**config.mk**
```make
export PLATFORM = sky130hd
export DESIGN_NAME = pal_cfg_loader
export DESIGN_NICKNAME = d
export VERILOG_FILES = /design/src/rtl/pal_cfg_loader.sv
export SDC_FILE = /design/constraint.sdc
export NUM_CORES = 1
export LEC_CHECK = 0
export CORE_ASPECT_RATIO = 1.1
export CORE_MARGIN = 8
export CORE_UTILIZATION = 40
export CTS_CLUSTER_DIAMETER = 50
export CTS_CLUSTER_SIZE = 25
export DETAILED_ROUTE_END_ITERATION = 7
export GPL_TIMING_DRIVEN = 0
export HOLD_SLACK_MARGIN = 0.05
export PLACE_DENSITY = 0.64
export SLEW_MARGIN = 20
export SYNTH_ARGS = -nofsm -noshare
export SYNTH_HDL_FRONTEND = slang
export SYNTH_SLANG_ARGS = --single-unit
```
**constraint.sdc**
```tcl
create_clock -name clk -period 2.7 [get_ports clk]
set_input_delay 0.405 -clock clk [delete_from_list [all_inputs] [get_ports clk]]
set_output_delay 0.405 -clock clk [all_outputs]
set_load 0.01 [all_outputs]
```
**src/rtl/pal_cfg_loader.sv**
```systemverilog
// pal_cfg_loader: accepts the PAL configuration bitstream as WORD_W-bit words over a
// valid/ready handshake and shifts it LSB-first into the PAL config chain on
// cfg_data/cfg_clk. After the last bit and a short settle time it raises cfg_en.
module pal_cfg_loader #(
  parameter int NUM_INPUTS        = 8,
  parameter int NUM_INTERM_STAGES = 13,
  parameter int NUM_OUTPUTS       = 4,
  parameter int WORD_W            = 8,
  parameter int CLK_DIV           = 2,
  parameter int SETTLE            = 4
) (
  input  logic              clk,
  input  logic              rst,
  input  logic              start,
  input  logic [WORD_W-1:0] word_data,
  input  logic              word_valid,
  output logic              word_ready,
  output logic              cfg_clk,
  output logic              cfg_data,
  output logic              cfg_en,
  output logic              busy,
  output logic              done
);

  // Chain length; the source supplies ceil(BITSTREAM_LEN/WORD_W) words, and only the
  // low BITSTREAM_LEN mod WORD_W bits of the final word reach the chain.
  localparam int BITSTREAM_LEN = 2*NUM_INPUTS*NUM_INTERM_STAGES + NUM_INTERM_STAGES*NUM_OUTPUTS;
  localparam int BIT_W = $clog2(BITSTREAM_LEN+1);
  localparam int DIV_W = $clog2(CLK_DIV+1);
  localparam int WIB_W = $clog2(WORD_W+1);
  localparam int SET_W = $clog2(SETTLE+1);

  localparam logic [BIT_W-1:0] LAST_BIT  = BIT_W'(BITSTREAM_LEN-1);
  localparam logic [DIV_W-1:0] DIV_LAST  = DIV_W'(CLK_DIV-1);
  localparam logic [WIB_W-1:0] WORD_LAST = WIB_W'(WORD_W-1);
  localparam logic [SET_W-1:0] SET_LAST  = SET_W'(SETTLE-1);

  typedef enum logic [2:0] {
    IDLE   = 3'd0,
    FETCH  = 3'd1,
    SETUP  = 3'd2,
    HIGH   = 3'd3,
    SETTLE_ST = 3'd4,
    ACTIVE = 3'd5
  } state_t;

  state_t            state_reg, state_next;
  logic [BIT_W-1:0]  bit_cnt_reg, bit_cnt_next;
  logic [DIV_W-1:0]  div_cnt_reg, div_cnt_next;
  logic [WIB_W-1:0]  wib_reg, wib_next;        // bits of current word already shifted
  logic [SET_W-1:0]  set_cnt_reg, set_cnt_next;
  logic [WORD_W-1:0] shift_reg, shift_next;
  logic              cfg_clk_reg, cfg_clk_next;
  logic              cfg_data_reg, cfg_data_next;
  logic              cfg_en_reg, cfg_en_next;
  logic              busy_reg, busy_next;
  logic              done_reg, done_next;
  logic              word_ready_reg, word_ready_next;

  // State and registered-output update; reset aborts any load in progress.
  always_ff @(posedge clk or posedge rst) begin
    if (rst) begin
      state_reg      <= IDLE;
      bit_cnt_reg    <= '0;
      div_cnt_reg    <= '0;
      wib_reg        <= '0;
      set_cnt_reg    <= '0;
      shift_reg      <= '0;
      cfg_clk_reg    <= 1'b0;
      cfg_data_reg   <= 1'b0;
      cfg_en_reg     <= 1'b0;
      busy_reg       <= 1'b0;
      done_reg       <= 1'b0;
      word_ready_reg <= 1'b0;
    end else begin
      state_reg      <= state_next;
      bit_cnt_reg    <= bit_cnt_next;
      div_cnt_reg    <= div_cnt_next;
      wib_reg        <= wib_next;
      set_cnt_reg    <= set_cnt_next;
      shift_reg      <= shift_next;
      cfg_clk_reg    <= cfg_clk_next;
      cfg_data_reg   <= cfg_data_next;
      cfg_en_reg     <= cfg_en_next;
      busy_reg       <= busy_next;
      done_reg       <= done_next;
      word_ready_reg <= word_ready_next;
    end
  end

  // Next-state and next-output logic; cfg_data only moves while cfg_clk is (or goes) low.
  always_comb begin
    state_next    = state_reg;
    bit_cnt_next  = bit_cnt_reg;
    div_cnt_next  = div_cnt_reg;
    wib_next      = wib_reg;
    set_cnt_next  = set_cnt_reg;
    shift_next    = shift_reg;
    cfg_clk_next  = cfg_clk_reg;
    cfg_data_next = cfg_data_reg;
    cfg_en_next   = cfg_en_reg;
    done_next     = 1'b0;

    case (state_reg)
      IDLE, ACTIVE: begin
        if (start) begin
          state_next   = FETCH;
          cfg_en_next  = 1'b0;
          cfg_clk_next = 1'b0;
          bit_cnt_next = '0;
          div_cnt_next = '0;
          wib_next     = '0;
          set_cnt_next = '0;
        end
      end
      FETCH: begin
        // Stalls here indefinitely with cfg_clk low until the source has a word.
        if (word_valid && word_ready_reg) begin
          shift_next    = word_data;
          cfg_data_next = word_data[0];
          wib_next      = '0;
          div_cnt_next  = '0;
          state_next    = SETUP;
        end
      end
      SETUP: begin
        if (div_cnt_reg == DIV_LAST) begin
          div_cnt_next = '0;
          cfg_clk_next = 1'b1;
          state_next   = HIGH;
        end else begin
          div_cnt_next = div_cnt_reg + 1'b1;
        end
      end
      HIGH: begin
        if (div_cnt_reg == DIV_LAST) begin
          div_cnt_next = '0;
          cfg_clk_next = 1'b0;
          bit_cnt_next = bit_cnt_reg + 1'b1;
          wib_next     = wib_reg + 1'b1;
          shift_next   = shift_reg >> 1;
          if (bit_cnt_reg == LAST_BIT) begin
            cfg_data_next = 1'b0;
            set_cnt_next  = '0;
            state_next    = SETTLE_ST;
          end else if (wib_reg == WORD_LAST) begin
            state_next = FETCH;
          end else begin
            cfg_data_next = shift_reg[1];
            state_next    = SETUP;
          end
        end else begin
          div_cnt_next = div_cnt_reg + 1'b1;
        end
      end
      SETTLE_ST: begin
        if (set_cnt_reg == SET_LAST) begin
          cfg_en_next = 1'b1;
          done_next   = 1'b1;
          state_next  = ACTIVE;
        end else begin
          set_cnt_next = set_cnt_reg + 1'b1;
        end
      end
      default: state_next = IDLE;
    endcase

    word_ready_next = (state_next == FETCH);
    busy_next       = (state_next == FETCH) || (state_next == SETUP) ||
                      (state_next == HIGH)  || (state_next == SETTLE_ST);
  end

  assign word_ready = word_ready_reg;
  assign cfg_clk    = cfg_clk_reg;
  assign cfg_data   = cfg_data_reg;
  assign cfg_en     = cfg_en_reg;
  assign busy       = busy_reg;
  assign done       = done_reg;

endmodule

```
; After elaboration in Yosys (flattened, before gate mapping)
; Index checks and enable logic that the tools add are counted.
[classes]
addsub = 4
n_eq_ne = 21
n_mux = 40
reduce_logical = 22
[op_table]
columns = cell, count
row1 = $mux 3, 10
row2 = $mux 9, 2
row3 = $pmux 9 s2, 1
row4 = $mux 8, 2
row5 = $pmux 8 s2, 1
row6 = $eq 3x2->1 const B, 5
row7 = $pmux 3 s5, 1
row8 = $ne 2x2->1 const B, 7
row9 = $mux 4, 3
row10 = $pmux 4 s3, 1
row11 = $reduce_and 3->1, 4
row12 = $reduce_and 4->1, 3
row13 = $reduce_bool 3->1, 4
row14 = $mux 1, 10
row15 = $add 9x1->9 const B, 1
row16 = $eq 3x3->1 const B, 3
row17 = $eq 9x9->1 const B, 1
row18 = $pmux 3 s3, 1
row19 = $mux 2, 4
row20 = $eq 3x1->1 const B, 2
row21 = $pmux 2 s3, 1
row22 = $reduce_bool 2->1, 3
row23 = $reduce_and 5->1, 1
row24 = $add 4x1->4 const B, 1
row25 = 11 further kinds, 15
[word_totals]
reg_bits = 35
in_bits = 12
output_inout_bits = 6

; Depth between registers and ports, before layout
[depth]
ltp_word = 9
depth_mapped = 8

; Least setup slack after synthesis
; No wires, ideal clock.
[synth_path]
kind = reg-to-reg
start = register bit_cnt_reg[0]
end = register busy_reg (netlist: busy)
setup_ns = 0.135
t_arrival_ns = 1.910
setup_slack_ns = 0.655
path_stages_with_launch = 7
n_path_buf = 0
path_cell_list = dfrtp_1 -> ha_1 -> nor2b_1 -> a41oi_2 -> a221o_1 -> or4b_1 -> xor2_1
[synth_between]
elab_chain_cells = 8
[synth_lines]
columns = item, line
row1 = from (decl), 48  ; logic [BIT_W-1:0] bit_cnt_reg, bit_cnt_next;
row2 = from (signal assigned), 77  ; bit_cnt_reg <= bit_cnt_next;
row3 = $eq 9x9->1 (*), 142  ; if (bit_cnt_reg == LAST_BIT) begin
row4 = $mux 3 (*), 142
row5 = $mux 3 (*), 136  ; if (div_cnt_reg == DIV_LAST) begin
row6 = $pmux 3 s5 (*), 104  ; case (state_reg)
row7 = net state_next[1], 47  ; state_t state_reg, state_next;
row8 = $eq 3x1->1 or $eq 3x2->1 (tied branches), 169  ; busy_next = (state_next == FETCH) || (state_next == SETUP) ||
row9 = $logic_or 1x1->1 (2 in a row), 169
row10 = $logic_or 1x1->1 (*), 170  ; (state_next == HIGH) || (state_next == SETTLE_ST);
row11 = net busy_next, 56  ; logic busy_reg, busy_next;
row12 = to (signal assigned), 85  ; busy_reg <= busy_next;
row13 = to (decl), 56
; The timed path passes the listed nets; every way through them passes the cells marked *.
; A chain may end at the register's enable or synchronous reset.

; Final worst setup path
[layout_path]
start = register state_reg[0]
end = register bit_cnt_reg[3]
[layout_between]
elab_chain_cells = 4
[layout_lines]
columns = item, line
row1 = from (decl), 47
row2 = from (signal assigned), 76  ; state_reg <= state_next;
row3 = $eq 3x3->1 or $logic_not 3->1 (tied branches), 104
row4 = $reduce_or 2->1, 104
row5 = $ne 2x2->1 (no line) or $reduce_bool 2->1 (tied branches), n/a
row6 = $reduce_and 3->1 (no line), n/a
; Several ways; a longest one is shown, not always the timed one.

==> flow_summary_export.csv <==
group,metric,value,unit
status,status,"completed",
cells_and_area,regArea,850.8,um^2
placed_design,gp_congestion,0.8582,
timing,hold_viol_final,0,
cells_and_area,stdcell_count,285,
worst_setup_path,start_kind,"flip-flop",
timing,final.period_utilization,85.91,%
worst_setup_path,worst_ep_arrival_time,2470,ps
global_route,use_met2,21.61,%
worst_setup_path,critPathSlowestCell,"or3b_2",
global_route,antenna_found_initial,0,
worst_setup_path,critPathKind,"reg -> reg",
yosys,synth_top_cell_by_area,"dfrtp_1",
worst_hold_path,hold_start,"wib_reg[3]",
timing,finalSetupTns,0,ps
placed_design,dp_worst_setup_slack,158.8,ps
die,coreArea,4554,um^2
cts,worstSkewPairLatency,280,ps
global_route,grt_pass1_wl,7341,um
worst_setup_path,crit_family,"compound AO/OA/AOI/OAI gates",
routing,initialDrtViolationCount,73,
routing,drt-total-wl,4215,um
worst_setup_path,crit_chain,"clkbuf_1 -> buf_2 -> or3b_2 -> a21oi_1 -> nor2_1 -> o21ai_0 -> o21ai_0",
worst_setup_path,path_max_fanout,10,
yosys,yosysMostFrequentCell,"dfrtp_1",
power_and_ir_drop,ir_drop,0.4347,mV
placed_design,io_buffers,17,
routing,wl_per_cell,14.79,um
worst_setup_path,crit_top_cell,"o21ai_0",
die,initial_core_util,40.88,%
worst_setup_path,worst-path-buf-inv,2,
cts,cts.repair.resized,0,
yosys,yosysSeqAreaShare,45.70,%
die,die-area,7096,um^2
worst_setup_path,slowest_delay,470,ps
die,die_w,81.05,um
yosys,avgSynthCellArea,9.126,um^2
cts,numCtsBuffers,5,
cts,cts_sinks,34,
worst_hold_path,hold_class,"reg -> reg",
yosys,synth_fp_nets,220,
yosys,synth_compound_area_share,18.28,%
cells_and_area,nNetsFinal,244,
yosys,syn_inst,204,
timing,slew_headroom,53.56,%
cells_and_area,syn2layout_area_growth,18.82,%
worst_hold_path,hold_end,"wib_reg[3]",
global_route,grt_busiest_layer,"met2",
placed_design,placedCellCount,277,
timing,rsz0062_at_grt,"no",
yosys,synth_area_leaders,"dfrtp_1 (46%), o21ai_0 (6.5%), nor2_1 (4.8%)",
cts,cts_root_buf,"clkbuf_8",
yosys,synth_mux_area_share,4.435,%
cells_and_area,drive_above_1_share,9.607,%
global_route,gr-usage-met1,15.85,%
die,fp.dieH,87.56,um
power_and_ir_drop,p_per_area,953.6,nW/um^2
die,rows,26,
worst_setup_path,required,2850,ps
global_route,overflow,0,
worst_setup_path,rr_startpoint,"state_reg[0]",
cells_and_area,nFillCells,453,
cells_and_area,multi_input_area,940.9,um^2
global_route,grtUsageTotal,13.05,%
timing,tightest_slew,695.6,ps
timing,finClkSkew,4.667,ps
placed_design,dp_hpwl,3011,um
worst_setup_path,worstSetupEndpointType,"flip-flop",
yosys,ys.flop_type,"dfrtp_1",
power_and_ir_drop,leakage,0.9491,nW
cells_and_area,fin_util,48.57,%
yosys,synthArstFlopShare,100.0,%
routing,ant_nets,0,
cells_and_area,diodes,0,
timing,setup_ws,380.4,ps
job,max-cap-violations,0,
timing,period_minus_slack,2320,ps
timing,maxSlewViolCount,0,
yosys,netlist_area,1862,um^2
global_route,grt_max_degree,35,
die,boundaryPins,18,
routing,drcViolationCount,0,
yosys,synthSimpleGateAreaFrac,22.24,%
cts,clkTransAtPathRegs,70,ps
worst_setup_path,r2r_cells,7,
cts,postCtsSetupBuffers,0,
timing,setup_viol,0,
routing,dr.pass1.iters,4,
cells_and_area,largest_reg_flops,9,
worst_hold_path,hold_depth,1,
yosys,synth_top_cells_by_count,"dfrtp_1 (34), nor2_1 (24), o21ai_0 (24)",
worst_setup_path,rr_endpoint,"bit_cnt_reg[3]",
cts,cts_htree_levels,2,
cts,clk_path_buf_depth,2,
yosys,ys_ff_latch,34,
global_route,use_met3,3.491,%
yosys,synth.distinct_cells,44,
yosys,synth_top_cell_area_share,45.70,%
cts,cts_hold_buffers,0,
yosys,synth_adder_area_share,3.226,%
yosys,synth_warnings,0,
worst_setup_path,rrSetupSlack,380,ps
yosys,synth_top_family_by_area,"simple AND/OR/NAND/NOR gates",
routing,via_per_inst,5.435,
yosys,synth-xor-area-share,2.352,%
timing,max_freq,431.1,MHz
cts,cts_tree,"built",
yosys,synth_edf_count,0,
routing,num_vias,1549,
global_route,grt_pass1_vias,1583,
==> cell families (layout without fill, tap and decap cells) <==
group	count (synthesis)	after routing
AO/OA/AOI/OAI	57	57
AND/OR/NAND/NOR	77	77
buffers and inverters	18	43
adder cells (fa/ha/maj)	5	5
flip-flops	34	34
multiplexers	8	8
XOR/XNOR	5	5
==> worst reg2reg max path, delay by kind of cell, from the launching register on <==
kind,cells,cell delay (ps)
AO/OA/AOI/OAI,3,740
buffers and inverters,2,420
flip-flops,1,360
AND/OR/NAND/NOR,2,670
==> cells in the final DEF, fill, tap and decap left out, types with 2 or more instances in the layout <==
cell type        count
dfrtp_1             34
o31ai_1              2
inv_1                9
nor2_1              24
o22ai_1              2
clkbuf_1             6
nand2_1             15
or3b_2               3
clkdlybuf4s50_1     17
and3_1               2
xor2_1               3
mux2i_1              6
nand2b_1             5
a21oi_1             16
nor3_1               3
nor2b_1              3
xnor2_1              2
o21ai_0             24
clkbuf_8             8
nand4_1              5
a31oi_1              3
or2_2                2
nand3_1              3
nor3b_1              2
buf_2                2
nand3b_1             2
a22o_1               2
ha_1                 4
mux2_2               2
==> where the power goes <==
group / internal, mW / switching, mW
sequential: 0.648 / 0.0906
combinational: 0.374 / 0.555
clock: 0.258 / 0.184
total: 1.28 / 0.830
==> layer usage <==
metal | vias up | wire, um
met3 | 4 | 162
met1 | 734 | 2008
met5 | - | 0
met2 | 35 | 2010
li1 | 776 | -
met4 | 0 | 34
==> how the worst max path moves through the flow <==
| stage | from | end | slack [ps] | cells past startpoint |
|---|---|---|---|---|
| 5_1_grt | state_reg[1] | shift_reg[2] | 140 | 8 |
| 3_5_place_dp | start | bit_cnt_reg[3] | 160 | 6 |
| 3_3_place_gp | start | bit_cnt_reg[5] | 200 | 6 |
| 2_1_floorplan | bit_cnt_reg[0] | busy | 650 | 6 |
| 6_report | state_reg[0] | bit_cnt_reg[3] | 380 | 7 |
| 4_1_cts | state_reg[1] | cfg_data | 380 | 7 |
==> per-stage QoR <==
step | power (mW) | cell area [um^2] | hold WS (ps)
3_3_place_gp | 1.664 | 2102 | 472.4
6_report | 2.110 | 2212 | 485.7
4_1_cts | 2.122 | 2212 | 489.0
3_5_place_dp | 1.675 | 2102 | 478.5
2_1_floorplan | 1.405 | 1862 | 448.1
5_1_grt | 2.281 | 2212 | 510.6
==> cell type report <==
cell class,instances,area share (%)
buffer,8,1.471
clock buffer,8,4.977
inverter,10,1.697
multi-input combinational,152,42.53
sequential,34,38.46
tap,56,3.167
timing repair buffer,17,7.692
No activity file was read; power rests on OpenSTA's default activity.
